--- config.mk ---
export PLATFORM = sky130hd
export DESIGN_NAME = coletor_digitos
export DESIGN_NICKNAME = d
export VERILOG_FILES = /design/src/rtl/Tipos.sv /design/src/rtl/temporizador_inatividade.sv /design/src/rtl/coletor_digitos.sv
export SDC_FILE = /design/constraint.sdc
export NUM_CORES = 1
export LEC_CHECK = 0
export ABC_AREA = 1
export BUFFER_PORTS_ARGS = -buffer_cell sky130_fd_sc_hd__buf_2
export CORE_MARGIN = 8
export CORE_UTILIZATION = 49
export CTS_BUF_LIST = sky130_fd_sc_hd__clkbuf_4 sky130_fd_sc_hd__clkbuf_8 sky130_fd_sc_hd__clkbuf_16
export DETAILED_ROUTE_END_ITERATION = 12
export GPL_TIMING_DRIVEN = 1
export PLACE_DENSITY = 0.86
export SLEW_MARGIN = 20
export SYNTH_ARGS = -nofsm -noshare
export SYNTH_HDL_FRONTEND = slang
export SYNTH_SLANG_ARGS = --single-unit
--- constraint.sdc ---
create_clock -name clk -period 1.65 [get_ports clk]
set_clock_uncertainty 0.2 [all_clocks]
set_input_delay 0.33 -clock clk [delete_from_list [all_inputs] [get_ports clk]]
set_output_delay 0.33 -clock clk [all_outputs]
set_load 0.02 [all_outputs]
--- src/rtl/Tipos.sv ---
// rtl/Tipos.sv - shared packet type, key codes and special packets for the password stages
package Tipos;

  localparam int NUM_DIGITOS = 20;

  // Digit 0 is the most recent key; older digits move toward index 19.
  typedef struct packed {
    logic [NUM_DIGITOS-1:0][3:0] digits;
  } senhaPac_t;

  localparam logic [3:0] KEY_STAR = 4'hA;
  localparam logic [3:0] KEY_HASH = 4'hB;

  localparam senhaPac_t PAC_VAZIO   = senhaPac_t'({NUM_DIGITOS{4'hF}});
  localparam senhaPac_t PAC_ESC     = senhaPac_t'({NUM_DIGITOS{4'hB}});
  localparam senhaPac_t PAC_TIMEOUT = senhaPac_t'({NUM_DIGITOS{4'hE}});

  // Shift one digit into position 0, dropping the oldest digit.
  function automatic senhaPac_t desloca_digito(senhaPac_t pac, logic [3:0] digito);
    senhaPac_t r;
    r.digits = {pac.digits[NUM_DIGITOS-2:0], digito};
    return r;
  endfunction

endpackage

--- src/rtl/temporizador_inatividade.sv ---
// rtl/temporizador_inatividade.sv - clearable inactivity counter with a one-cycle expiry flag
module temporizador_inatividade #(
  parameter int TIMEOUT_CYCLES = 10_000
) (
  input  logic clk,
  input  logic rst,
  input  logic clr_i,
  input  logic inc_i,
  output logic expirou
);

  localparam int W = $clog2(TIMEOUT_CYCLES + 1);
  localparam logic [W-1:0] LIMITE = W'(TIMEOUT_CYCLES - 1);

  logic [W-1:0] cont_q;
  logic [W-1:0] cont_d;

  // Expiry is only meaningful on a cycle that would otherwise count.
  assign expirou = inc_i && (cont_q == LIMITE);

  // Clear wins; expiry wraps the counter so the flag lasts a single cycle.
  always_comb begin
    cont_d = cont_q;
    if (clr_i || expirou) begin
      cont_d = '0;
    end else if (inc_i) begin
      cont_d = cont_q + 1'b1;
    end
  end

  // Counter register.
  always_ff @(posedge clk or negedge rst) begin
    if (!rst) begin
      cont_q <= '0;
    end else begin
      cont_q <= cont_d;
    end
  end

endmodule

--- src/rtl/coletor_digitos.sv ---
// rtl/coletor_digitos.sv - keypad digit collector; inactivity timeout built only with COLETOR_TIMEOUT_EN
module coletor_digitos
  import Tipos::*;
#(
  parameter int TIMEOUT_CYCLES = 10_000
) (
  input  logic       clk,
  input  logic       rst,
  input  logic       enable,
  input  logic [3:0] key_code,
  input  logic       key_valid,
  output senhaPac_t  digitos_value,
  output logic       digitos_valid
);

  typedef enum logic [1:0] {
    IDLE    = 2'd0,
    COLLECT = 2'd1,
    EMIT    = 2'd2
  } estado_t;

  localparam logic [4:0] MAX_CONT = 5'(NUM_DIGITOS);

  if (TIMEOUT_CYCLES < 2) begin : g_timeout_invalido
    $error("coletor_digitos: TIMEOUT_CYCLES must be at least 2");
  end

  estado_t    estado_q;
  senhaPac_t  buffer_q;
  logic       valid_q;
  logic [4:0] count_q;

  logic eh_digito;
  logic eh_estrela;
  logic eh_cerquilha;
  logic digito_cabe;
  logic timeout;

  assign eh_digito    = key_valid && (key_code <= 4'd9);
  assign eh_estrela   = key_valid && (key_code == KEY_STAR);
  assign eh_cerquilha = key_valid && (key_code == KEY_HASH);
  // A digit beyond the 20th is treated as if no key had been pressed.
  assign digito_cabe  = eh_digito && (count_q < MAX_CONT);

`ifdef COLETOR_TIMEOUT_EN
  logic tecla_aceita;
  logic timer_clr;
  logic timer_inc;

  assign tecla_aceita = digito_cabe || eh_estrela || eh_cerquilha;
  assign timer_inc    = enable && (estado_q == COLLECT) && !tecla_aceita;
  assign timer_clr    = !enable || (estado_q != COLLECT) || tecla_aceita;

  temporizador_inatividade #(
    .TIMEOUT_CYCLES(TIMEOUT_CYCLES)
  ) u_temporizador (
    .clk    (clk),
    .rst    (rst),
    .clr_i  (timer_clr),
    .inc_i  (timer_inc),
    .expirou(timeout)
  );
`else
  assign timeout = 1'b0;
`endif

  // Collector FSM: buffer, digit count and the registered final-packet strobe.
  always_ff @(posedge clk or negedge rst) begin
    if (!rst) begin
      estado_q <= IDLE;
      buffer_q <= PAC_VAZIO;
      valid_q  <= 1'b0;
      count_q  <= '0;
    end else begin
      valid_q <= 1'b0;
      if ((estado_q == EMIT) || !enable) begin
        // The strobe cycle has already been presented; keys here are dropped.
        estado_q <= IDLE;
        buffer_q <= PAC_VAZIO;
        count_q  <= '0;
      end else begin
        case (estado_q)
          IDLE: begin
            if (eh_digito) begin
              buffer_q <= desloca_digito(PAC_VAZIO, key_code);
              count_q  <= 5'd1;
              estado_q <= COLLECT;
            end else if (eh_cerquilha) begin
              buffer_q <= PAC_VAZIO;
              valid_q  <= 1'b1;
              estado_q <= EMIT;
            end else if (eh_estrela) begin
              buffer_q <= PAC_ESC;
              valid_q  <= 1'b1;
              estado_q <= EMIT;
            end
          end
          COLLECT: begin
            if (digito_cabe) begin
              buffer_q <= desloca_digito(buffer_q, key_code);
              count_q  <= count_q + 5'd1;
            end else if (eh_cerquilha) begin
              valid_q  <= 1'b1;
              estado_q <= EMIT;
            end else if (eh_estrela) begin
              buffer_q <= PAC_VAZIO;
              count_q  <= '0;
              estado_q <= IDLE;
            end else if (timeout) begin
              buffer_q <= PAC_TIMEOUT;
              valid_q  <= 1'b1;
              estado_q <= EMIT;
            end
          end
          default: begin
            estado_q <= IDLE;
            buffer_q <= PAC_VAZIO;
            count_q  <= '0;
          end
        endcase
      end
    end
  end

  assign digitos_value = buffer_q;
  assign digitos_valid = valid_q;

endmodule
==> results.toml <==
[critical_path]
reg2reg_from = "count_q[3]"
r2r-end = "digitos_value[57]"
cp-end-kind = "flop"
critPathSlowestCell = "dfrtp_1"
slowest_delay_ns = 0.41
crit_path_start = "count_q[3]"
cp.arrival_ns = 1.99
setup.reg_to_reg.worst_slack_ns = -0.26
critical_path_buf_inv_count = 2
path_max_fanout = 7
path_delay_family = "simple AND/OR/NAND/NOR gates"
start_kind = "flop"
critPathRequiredTime_ns = 1.73
reg2reg_depth = 9
crit_chain = "nor2_2, nor2_2, nor2_4, nor2_4, nor2_4, buf_12, buf_12, nor2_1, nor2_1"
cp_common_cell = "nor2_4"
path_class = "reg -> reg"

[grt]
grt_pass1_vias = 3729
antenna_found_initial = 0
busiest_layer = "met2"
grtUsageMet2_pct = 34.8
overflow = 0
grt_pass1_wl_um = 18100
gr-usage-met3_pct = 6.59
grt_max_degree = 33
grt_usage_pct = 19.9
met1_usage_pct = 23.1

[finish]
syn2layout_area_growth_pct = 57.7
final_nets = 673
drive_gt1_share_pct = 58.3
antenna_cells = 0

[timing]
setup_slack_ns = -0.263
fin_crit_sh_pct = 116
rsz0062_at_grt = "true"
tns_ns = -10.11
setup-violations-final = 90
worstMarginPinSlew_ns = 0.429
final-hold-violation-count = 0
fmax_mhz = 523
finalCriticalPeriod_ns = 1.91
slew_violations = 0
relSlewSlack_pct = 70.7

[synth]
ys_ff_latch = 88
synth_area_leaders = "dfstp_2 (53%), nor2_1 (17%), nand2_1 (14%), dfrtp_1 (5.0%), inv_1 (3.0%)"
ys_seq_area_share_pct = 57.6
yosys.cell_types.count = 21
synth_area_leader_cell = "dfstp_2"
synth.cell_area_um2 = 4000
synth_top_cell_area_share_pct = 52.6
netlist_instances = 507
yosysWarningCount = 0
syn_area_per_cell_um2 = 7.88
syn-num-nets = 516

[clock_network]
cts_sinks = 88
cts_tree = "built"
cts_buffers = 9
clk_latency_ns = 0.38
cts_max_level = 3
cts-root-buf = "clkbuf_8"
path_clk_slew_ns = 0.10
clockBufferDepth = 2

[job]
maxCapViolations = 0

[place]
place.gp.congestion = 0.857
dp_hpwl_um = 6570
port_buffers = 88

[outcome]
violations = "setup timing"
status = "finished, violations left"

[die]
chipWidth_um = 106
row_count = 33
core_area_um2 = 8050
initial_core_util_pct = 49.7
dieArea_um2 = 11300
pin_count = 89
die_h_um = 106

[hold_path]
hold_path.class = "in -> reg"
min_path_cells = 3
hold-path-endpoint = "digitos_valid"
holdCritStartpoint = "key_code[0]"

[pwr]
leakagePower_nw = 2.70
report.power.total_mw = 6.45
p_per_area_nw_per_um2 = 1020
ir_drop_mv = 0.925

[route]
wl_per_cell_um = 18.6
drc_errors = 0
firstDrtPassIters = 5
avgViaCountPerCell = 5.26
ant_nets = 0
drt_wl_total_um = 14400
first_iter_violations = 249
vias = 4073
==> tightest hold or removal path, cell delays in order <==
cell       delay (ns)
buf_2            0.10
inv_1            0.12
a2111oi_0        0.13
==> placed cells by master (no fill, tap or decap) <==
master,n
a2111oi_0,1
a21oi_2,1
nor2_4,31
clkbuf_16,5
nor2_2,53
buf_4,114
dlygate4sd3_1,1
nand3_2,3
inv_4,1
buf_16,6
inv_6,1
nor2_1,102
xor2_1,3
dfrtp_2,1
nand2_4,6
inv_2,1
inv_8,4
clkinv_4,3
nand2_1,119
dfrtp_1,7
ha_1,1
dfstp_2,80
nand3_1,6
nand4_1,5
nand2_2,25
buf_2,19
bufinv_16,1
clkbuf_8,9
inv_1,30
buf_12,6
buf_8,3
o21ai_0,2
o21ai_4,1
o21ai_1,2
nand3_4,2
buf_6,12
clkinv_2,2
==> cell usage after synthesis <==
cell type  instances
buf_4              5
nand2_1          150
dfstp_2           80
nand4_1            5
o21ai_1            1
clkinv_1           1
a21oi_1            1
nand3_1            9
ha_1               1
inv_2              2
clkbuf_1           5
nor2_1           183
o21ai_0            4
nor2_4             2
a2111oi_0          1
nor2_2             1
xor2_1             3
dfrtp_1            8
buf_2             11
nand3_2            2
inv_1             32
==> cell families (layout without fill, tap and decap cells) <==
group | count (synthesis) | in the layout | share of synthesized area [%]
AO/OA/AOI/OAI | 7 | 7 | 0.970
XOR/XNOR | 3 | 3 | 0.657
adder cells (fa/ha/maj) | 1 | 1 | 0.313
buffers and inverters | 56 | 218 | 6.07
flip-flops | 88 | 88 | 57.6
AND/OR/NAND/NOR | 352 | 352 | 34.4
==> layout make-up <==
cell class	instances	area (um^2)
clock buffer	9	124
clock inverter	7	80.1
fill	454	1750
inverter	35	154
multi-input combinational	363	1950
sequential	88	2300
tap	105	131
timing repair buffer	166	1550
timing repair inverter	1	8.76
==> how the worst max path moves through the flow <==
stage	endpoint	slack, ns	cells after the start
after global placement	digitos_value[1]	-0.08	9
after global routing	digitos_value[57]	-0.31	9
after CTS	digitos_value[16]	-0.09	9
after floorplan	digitos_value[0]	0.04	9
after detailed placement	digitos_value[16]	-0.20	9
final	digitos_value[57]	-0.26	9
==> per-stage QoR <==
| step | hold WS [ns] | setup WS (ns) | cells | util (%) | cell area, um^2 |
|---|---|---|---|---|---|
| floorplan | -0.166 | 0.0394 | 507 | - | 4000 |
| global placement | 0.250 | -0.0760 | 704 | 58.5 | 4710 |
| detailed placement | 0.258 | -0.196 | 704 | 58.5 | 4710 |
| CTS | 0.0981 | -0.0867 | 732 | 67.2 | 5410 |
| global route | 0.151 | -0.307 | 774 | 78.3 | 6310 |
| finish | 0.156 | -0.263 | 774 | 78.3 | 6310 |
==> power breakdown <==
| part | internal [mW] | total (mW) | switching [mW] |
|---|---|---|---|
| clock | 0.722 | 1.59 | 0.864 |
| sequential | 2.50 | 2.71 | 0.202 |
| combinational | 0.903 | 2.16 | 1.26 |
| total | 4.13 | 6.45 | 2.32 |
==> registers in the layout, indices dropped and copies added (netlist names) <==
register / cells
count_q: 5
digitos_valid: 1
digitos_value: 80
estado_q: 2
==> routing by layer <==
metal  up-vias  wire, um  share of wire [%]
met3        36      1010                7.1
met5         -         0                  0
met1      2024      5150                 36
li1       1836         -                  -
met4         0       421                2.9
met2       177      7780                 54
==> repair_timing <==
item,in CTS,in global routing
buffers inserted,7,35
endpoints found under the setup margin,81,151
resized for setup,95,174
hold endpoints to repair,26,0
hold buffers,1,0
cloned,6,7
pin swaps,12,51
No activity file was read; power rests on OpenSTA's default activity.
